[src/rtl/pc_sequencer_pkg.sv]
// Shared definitions for the program-counter sequencer: FSM states,
// PC reset/step constants and the saturating-counter helper.
package pc_pkg;

    // Sequencer states: settle after reset, normal fetch, memory stall
    typedef enum logic [1:0] {
        S_RESET = 2'd0,
        S_RUN   = 2'd1,
        S_STALL = 2'd2
    } pc_state_t;

    localparam logic [31:0] PC_RESET_VALUE = 32'h0000_0000;
    localparam logic [31:0] PC_STEP        = 32'd4;
    localparam logic [15:0] COUNT_MAX      = 16'hFFFF;

    // Increment that sticks at COUNT_MAX instead of wrapping to zero
    function automatic logic [15:0] sat_inc(input logic [15:0] value);
        logic [15:0] result;
        if (value == COUNT_MAX) begin
            result = COUNT_MAX;
        end else begin
            result = value + 16'd1;
        end
        return result;
    endfunction

endpackage : pc_pkg

[src/rtl/pc_sequencer_if.sv]
// Control/status bundle between the control-flow logic and the PC sequencer.
// The master side supplies the flow decision, offset and memory stall; the
// slave side (the sequencer) returns the PC, run status and counters.
interface pc_sequencer_if;

    logic        FLOW_SELECT;
    logic [7:0]  OFFSET;
    logic        BUSYWAIT;
    logic [31:0] PC;
    logic        RUNNING;
    logic [15:0] INSTR_COUNT;
    logic [15:0] STALL_COUNT;

    modport master (
        output FLOW_SELECT,
        output OFFSET,
        output BUSYWAIT,
        input  PC,
        input  RUNNING,
        input  INSTR_COUNT,
        input  STALL_COUNT
    );

    modport slave (
        input  FLOW_SELECT,
        input  OFFSET,
        input  BUSYWAIT,
        output PC,
        output RUNNING,
        output INSTR_COUNT,
        output STALL_COUNT
    );

endinterface : pc_sequencer_if

[src/rtl/pc_sequencer_branch_target_adder.sv]
// Combinational address generation: sequential successor (PC + 4) and the
// PC-relative branch target (PC + 4 + sign-extended word offset * 4).
// All arithmetic is modulo 2^32; wrap-around is intentional and silent.
module branch_target_adder
    import pc_pkg::*;
(
    input  logic [31:0] PC,
    input  logic [7:0]  OFFSET,
    output logic [31:0] PC_PLUS4,
    output logic [31:0] TARGET
);

    logic [31:0] byte_offset;

    // Sign-extend the word offset and convert it to a byte offset
    always_comb begin
        byte_offset = {{22{OFFSET[7]}}, OFFSET, 2'b00};
    end

    // Sequential successor and relative target share the PC + 4 base
    always_comb begin
        PC_PLUS4 = PC + PC_STEP;
        TARGET   = PC_PLUS4 + byte_offset;
    end

endmodule : branch_target_adder

[src/rtl/pc_sequencer.sv]
// Program-counter sequencer for the 8-bit single-cycle processor.
// Owns the 32-bit PC register, selects between sequential fetch and the
// branch target, holds during memory stalls, inserts one settle cycle after
// reset and keeps saturating retired-instruction / stall-cycle counters.
// Every output is taken straight from a register, so no input reaches an
// output combinationally.
module pc_sequencer
    import pc_pkg::*;
(
    input  logic           CLK,
    input  logic           RESET,
    pc_sequencer_if.slave  bus
);

    pc_state_t   state_q;
    pc_state_t   state_d;
    logic [31:0] pc_q;
    logic [31:0] pc_d;
    logic [15:0] instr_count_q;
    logic [15:0] instr_count_d;
    logic [15:0] stall_count_q;
    logic [15:0] stall_count_d;

    logic [31:0] pc_plus4;
    logic [31:0] target;
    logic [31:0] next_pc;

    branch_target_adder u_branch_target_adder (
        .PC       (pc_q),
        .OFFSET   (bus.OFFSET),
        .PC_PLUS4 (pc_plus4),
        .TARGET   (target)
    );

    // Next-PC mux: decision is taken from the releasing cycle, nothing is
    // captured at stall entry
    always_comb begin
        next_pc = bus.FLOW_SELECT ? target : pc_plus4;
    end

    // FSM next-state, PC and counter update rules
    always_comb begin
        state_d       = state_q;
        pc_d          = pc_q;
        instr_count_d = instr_count_q;
        stall_count_d = stall_count_q;
        case (state_q)
            S_RESET: begin
                // Settle cycle: inputs ignored, everything holds
                state_d = S_RUN;
            end
            S_RUN, S_STALL: begin
                if (bus.BUSYWAIT) begin
                    state_d       = S_STALL;
                    stall_count_d = sat_inc(stall_count_q);
                end else begin
                    state_d       = S_RUN;
                    pc_d          = next_pc;
                    instr_count_d = sat_inc(instr_count_q);
                end
            end
            default: begin
                state_d = S_RESET;
            end
        endcase
    end

    // State, PC and counter registers with synchronous active-high reset
    always_ff @(posedge CLK) begin
        if (RESET) begin
            state_q       <= S_RESET;
            pc_q          <= PC_RESET_VALUE;
            instr_count_q <= '0;
            stall_count_q <= '0;
        end else begin
            state_q       <= state_d;
            pc_q          <= pc_d;
            instr_count_q <= instr_count_d;
            stall_count_q <= stall_count_d;
        end
    end

    // Registered outputs; RUNNING decodes the state register only
    always_comb begin
        bus.PC          = pc_q;
        bus.RUNNING     = (state_q == S_RUN);
        bus.INSTR_COUNT = instr_count_q;
        bus.STALL_COUNT = stall_count_q;
    end

endmodule : pc_sequencer

[src/flat_wrapper.sv]
// flat-port wrapper written by rule: the top's interface ports become plain ports
module pc_sequencer_flat import pc_pkg::*;
  (CLK, RESET, bus_FLOW_SELECT, bus_OFFSET, bus_BUSYWAIT, bus_PC, bus_RUNNING, bus_INSTR_COUNT, bus_STALL_COUNT);
  pc_sequencer_if bus_i ();
  input  logic CLK;
  input  logic RESET;
  input wire logic [$bits(bus_i.FLOW_SELECT)-1:0] bus_FLOW_SELECT;
  input wire logic [$bits(bus_i.OFFSET)-1:0] bus_OFFSET;
  input wire logic [$bits(bus_i.BUSYWAIT)-1:0] bus_BUSYWAIT;
  output wire logic [$bits(bus_i.PC)-1:0] bus_PC;
  output wire logic [$bits(bus_i.RUNNING)-1:0] bus_RUNNING;
  output wire logic [$bits(bus_i.INSTR_COUNT)-1:0] bus_INSTR_COUNT;
  output wire logic [$bits(bus_i.STALL_COUNT)-1:0] bus_STALL_COUNT;
  assign bus_i.FLOW_SELECT = bus_FLOW_SELECT;
  assign bus_i.OFFSET = bus_OFFSET;
  assign bus_i.BUSYWAIT = bus_BUSYWAIT;
  assign bus_PC = bus_i.PC;
  assign bus_RUNNING = bus_i.RUNNING;
  assign bus_INSTR_COUNT = bus_i.INSTR_COUNT;
  assign bus_STALL_COUNT = bus_i.STALL_COUNT;
  pc_sequencer u_core (.CLK(CLK), .RESET(RESET), .bus(bus_i));
endmodule
[config.mk]
export PLATFORM = sky130hd
export DESIGN_NAME = pc_sequencer_flat
export DESIGN_NICKNAME = d
export VERILOG_FILES = /design/src/rtl/pc_sequencer_pkg.sv /design/src/rtl/pc_sequencer_if.sv /design/src/rtl/pc_sequencer_branch_target_adder.sv /design/src/rtl/pc_sequencer.sv /design/src/flat_wrapper.sv
export SDC_FILE = /design/constraint.sdc
export NUM_CORES = 1
export LEC_CHECK = 0
export BUFFER_PORTS_ARGS = -buffer_cell sky130_fd_sc_hd__buf_2
export CAP_MARGIN = 20
export CORE_MARGIN = 3
export CORE_UTILIZATION = 40
export DETAILED_ROUTE_END_ITERATION = 6
export PLACE_DENSITY = 0.7
export SYNTH_ARGS = -nofsm -noshare
export SYNTH_HDL_FRONTEND = slang
export SYNTH_SLANG_ARGS = --single-unit
[constraint.sdc]
create_clock -name CLK -period 3.4 [get_ports CLK]
set_input_delay 0.34 -clock CLK [delete_from_list [all_inputs] [get_ports CLK]]
set_output_delay 0.34 -clock CLK [all_outputs]
set_load 0.005 [all_outputs]
# Yosys cells after proc, flatten, opt, wreduce, memory -nomap -nowiden
# Index checks and enable logic that the tools add are counted.
dict set report classes {
  n_mux 5
  n_addsub 4
  n_eq_ne 4
  reduce_logical 4
  n_bitwise 1
}
# operator count
set ops {}
lappend ops {{16-bit by 1-bit adder with 16-bit output, second input constant} 2}
lappend ops {{32-bit by 3-bit adder with 32-bit output, second input constant} 1}
lappend ops {{32-bit adder} 1}
lappend ops {{16-bit equality test, second input constant} 2}
lappend ops {{16-bit two-way mux} 2}
lappend ops {{32-bit two-way mux} 1}
lappend ops {{2-bit case mux with 2 select lines} 1}
lappend ops {{2-bit AND reduction} 2}
lappend ops {{2-bit by 1-bit equality test with 1-bit output, second input constant} 1}
lappend ops {{2-bit equality test, second input constant} 1}
lappend ops {{2-bit logical NOT} 1}
lappend ops {{2-bit two-way mux} 1}
lappend ops {{2-bit OR reduction} 1}
lappend ops {{1-bit NOT} 1}
dict set report word_totals {
  in_bits 12
  output_inout_bits 65
  word_cells 22
  regBits 66
}

# Depth between registers and ports, before layout
dict set report logic_depth {
  depth_word 3
  ltp_mapped 18
  depth_no_buf 17
}

# Cells and area by module
# Synthesis repeated with hierarchy kept, for this count alone.
dict set report hier_totals {
  cells_unflattened 637
  hier_area_um2 5291.3
}
# mod instances cells_per_inst area_each_um2 seq_area_each_um2
set modules_own_cells {}
lappend modules_own_cells {pc_sequencer 1 338 3060.4 1321.3}
lappend modules_own_cells {branch_target_adder 1 299 2230.9 0.0}

# Worst setup path after synthesis
# OpenSTA, ideal clock, no wires.
dict set report synth_timing {
  path_type {flip-flop to flip-flop}
  start {reg u_core.pc_q[4] (netlist: u_core.bus.PC[4])}
  end {reg u_core.pc_q[31] (netlist: u_core.bus.PC[31])}
  path_slack_ns -0.398
  stages_incl_launch_ff 19
  arrival_time_ns 3.675
  required_ns 3.277
  synth_period_minus_slack_ns 3.798
  setup_time_ns 0.123
  n_path_buf 1
  path_cell_list {dfxtp_1 and3_4 nand3_4 nor2_1 nand3_1 inv_1 and2_1 xor2_1 ha_1 clkbuf_1 a21o_1 a31oi_1 nand3_1 o31ai_1 o2111ai_1 nand2_1 mux2i_1 mux2i_1 mux2_1}
}
dict set report synth_via {
  elab_chain_cells 3
}
# element line_no
set synth_rtl {}
lappend synth_rtl {{start, declared} pc_sequencer.sv:17} ;# logic [31:0] pc_q;
lappend synth_rtl {{start signal, assigned} pc_sequencer.sv:77} ;# pc_q <= pc_d;
lappend synth_rtl {{32-bit by 3-bit adder with 32-bit output (*)} pc_sequencer_branch_target_adder.sv:22} ;# PC_PLUS4 = PC + PC_STEP;
lappend synth_rtl {{32-bit adder} pc_sequencer_branch_target_adder.sv:23} ;# TARGET = PC_PLUS4 + byte_offset;
lappend synth_rtl {{32-bit two-way mux (*)} pc_sequencer.sv:38} ;# next_pc = bus.FLOW_SELECT ? target : pc_plus4;
# Every way passes the cells marked *; elsewhere a longest branch is shown, timed or not.
# A chain may end at the register's enable or synchronous reset.

# Worst setup path in the final report
# Same ends and word-level chain as after synthesis.

==> flow_summary_export.csv <==
group,metric,value,unit
logic_synthesis,synth.most_common_cell,"a21oi_1",
detailed_routing,num_vias,5685,
cells_and_area,area_growth,41.7,%
clock_tree,cts_root_buf,"clkbuf_16",
logic_synthesis,ys_ff_latch,64,
status,status,"finished with violations",
timing,slew_headroom,53.4,%
clock_tree,cts.sinks,64,
timing,hold-worst-slack,0.378,ns
detailed_routing,ant_nets,0,
clock_tree,clk_latency,0.34,ns
logic_synthesis,synth_seq_area_share,24.4,%
grt,grt_pass1_vias,5167,
detailed_routing,wire_per_inst,15.4,um
timing,postLayoutSetupSlackWorst,-0.157,ns
power_and_ir_drop,vdd_drop_max,0.282,mV
die,core_area,12700,um^2
detailed_routing,viasPerCell,5.52,
critical_path,crit_arrival,3.78,ns
clock_tree,numCtsBuffers,9,
clock_tree,clock_path_buffers,2,
die,start_util,41.3,%
timing,drv_slew,0,
grt,grt_max_degree,43,
timing,period_share,105,%
timing,tightest_slew,0.698,ns
place,dpl.hpwl,11.2,mm
critical_path,cpMostUsedCell,"and3_4",
detailed_routing,drt_iter0_markers,366,
logic_synthesis,synth.distinct_cells,69,
clock_tree,ctsHoldBuffers,0,
detailed_routing,drtPass1Iterations,5,
cells_and_area,fin_nets,907,
detailed_routing,drc_errors,0,
status,violations,"negative setup slack",
cells_and_area,diodes,0,
critical_path,crit_type,"flip-flop to flip-flop",
grt,overflow,0,
timing,rsz0062_at_grt,"yes",
critical_path,crit_buf_inv,0,
logic_synthesis,yosys_warnings,0,
critical_path,crit_family,"simple AND/OR/NAND/NOR gates",
clock_tree,clk_pin_slew,0.06,ns
logic_synthesis,yosys.area.top_type,"dfxtp_1",
die,die_area,14500,um^2
grt,grt_pass1_wl,25.0,mm
timing,fmax,0.281,GHz
detailed_routing,wirelength,15.8,mm
power_and_ir_drop,leakagePower,3.54,nW
place,numPlacedInstances,991,
critical_path,cp_slowest_cell,"ha_1",
flow_run,drv_cap,0,
logic_synthesis,synth.top_cell.area_share,24.4,%
die,die_y,121,um
timing,period_needed,3.56,ns
logic_synthesis,synth_area,5250,um^2
logic_synthesis,avgSynthCellArea,7.80,um^2
clock_tree,cts_tree,"done",
logic_synthesis,synth_edf_count,0,
critical_path,slowest_delay,0.36,ns
critical_path,path_cells,"and3_4, nand3_4, nor2_4, and3_4, and3_4, nand3_4, xnor2_2, ha_1, and4_1, a211oi_2, o21ai_2, o31ai_4, o2111ai_2, nand2_1, mux2i_1, mux2i_1, mux2_1",
cells_and_area,drive_above_1_share,35.4,%
die,boundaryPins,77,
place,io_buffers,74,
cells_and_area,fin_util,58.5,%
power_and_ir_drop,powerDensity,365,nW/um^2
place,gp_congestion,0.957,
die,rows,41,
critical_path,cp.required,3.62,ns
worst_hold_path,hp-class,"primary input to flip-flop",
logic_synthesis,syn-instance-count,673,
place,pre_cts_ws,-0.213,ns
logic_synthesis,synth_area_leaders,"dfxtp_1 (24%), ha_1 (10%), a21oi_1 (6.8%), xnor2_1 (6.7%), xor2_1 (5.3%)",
clock_tree,htreeDepth,3,
timing,hold_viol,0,
timing,setup_tns,-0.364,ns
critical_path,crit_path_end_kind,"flip-flop",
logic_synthesis,async_flop_share,0,%
grt,grt_use_total,20.9,%
logic_synthesis,ys.flop_type,"dfxtp_1",
logic_synthesis,synth_common_cells,"a21oi_1 (71), dfxtp_1 (64), nor2_1 (57)",
die,die_x,121,um
grt,antenna_found_initial,0,
timing,setup_viol,5,
timing,finClkSkew,0.00759,ns
critical_path,startpoint_type,"flip-flop",
critical_path,path_max_fanout,5,
cells_and_area,finalNonFillerCells,1029,
-- logic make-up (layout without fill, tap and decap cells) --
group | count (synthesis) | count (layout) | synth area share (%)
other cells | 1 | 2 | 0.0714
fa+ha+maj | 43 | 43 | 10.4
buf+inv | 50 | 233 | 3.84
flops | 64 | 64 | 24.4
xor+xnor | 72 | 72 | 12.0
simple gates | 234 | 234 | 22.9
mux | 10 | 10 | 1.95
compound gates | 199 | 199 | 24.4
-- worst register-to-register path: cells and delay by family, from the launching register on --
family	cells	cell delay, ns
xor gates and xnor gates	1	0.14
adders and majority gates	1	0.36
AOI/OAI and AO/OA	4	0.54
muxes	3	0.77
and+or+nand+nor	8	1.29
DFF	1	0.34
-- sequential cells by signal (all words and copies together) (netlist names) --
register and flops:
u_core.bus.INSTR_COUNT 16, u_core.bus.PC 30, u_core.state_q 2, u_core.bus.STALL_COUNT 16
-- layer usage --
layer / up-vias / share of wire [%] / track usage, %
met2: 194 / 46 / 33.3
met5: - / 0 / 0
met1: 2655 / 46 / 29.1
met3: 30 / 6.0 / 3.37
li1: 2806 / - / -
met4: 0 / 1.7 / 6.44
-- report_power, final --
part	total, mW	internal [mW]	switching, mW	leakage, nW
clock	1.07	0.696	0.374	0.170
combinational	0.823	0.377	0.446	2.85
sequential	0.820	0.787	0.0336	0.522
-- area by class of cell --
class,instances,area (um^2)
repair buffers,202,1360
clock inverters,6,97.6
well taps,172,215
flip-flops and latches,64,1290
fillers,1133,5290
inverters,15,56.3
clock buffers,10,250
multi-input cells,560,4160
-- timing repair --
item,in CTS,in global routing
gates resized for setup,26,41
endpoints found under the setup margin,7,15
pin swaps,24,57
buffers inserted,12,11
-- final timing paths --
kind	depth (start not counted)	from	endpoint	slack (ns)
setup / recovery	17	u_core.bus.PC[4]	u_core.bus.PC[31]	-0.16
hold / removal	3	bus_BUSYWAIT	u_core.state_q[1]	0.38
setup reg to reg	17	u_core.bus.PC[4]	u_core.bus.PC[31]	-0.16
hold reg to reg	2	u_core.bus.INSTR_COUNT[1]	u_core.bus.INSTR_COUNT[1]	0.51
-- through the flow --
stage | area, um^2 | total power [mW]
floorplan | 5350 | 1.29
finish | 7440 | 2.71
global placement | 6590 | 1.56
detailed placement | 6590 | 1.56
global route | 7440 | 2.85
CTS | 7150 | 2.67
-- cells in the final DEF (no fill, tap or decap), types with 6 or more instances in the layout --
cell type / netlist / layout
a21oi_1: 71 / 66
ha_1: 42 / 39
nand2b_1: 7 / 7
clkbuf_16: 0 / 10
nand4_1: 13 / 13
nand3_1: 38 / 29
nand3_2: 2 / 7
a31oi_1: 10 / 8
inv_1: 15 / 12
dfxtp_2: 0 / 6
xor2_1: 32 / 32
o21ai_0: 34 / 28
dfxtp_1: 64 / 57
xnor2_2: 0 / 8
nor2_1: 57 / 54
a211oi_2: 2 / 6
nand2_1: 51 / 49
a211oi_1: 14 / 9
a21o_1: 26 / 26
and4_1: 7 / 6
nor3_1: 17 / 15
xnor2_1: 40 / 32
buf_2: 5 / 74
mux2i_1: 8 / 8
and3_1: 10 / 8
buf_4: 2 / 122
Power figures use the tool's default switching activity.
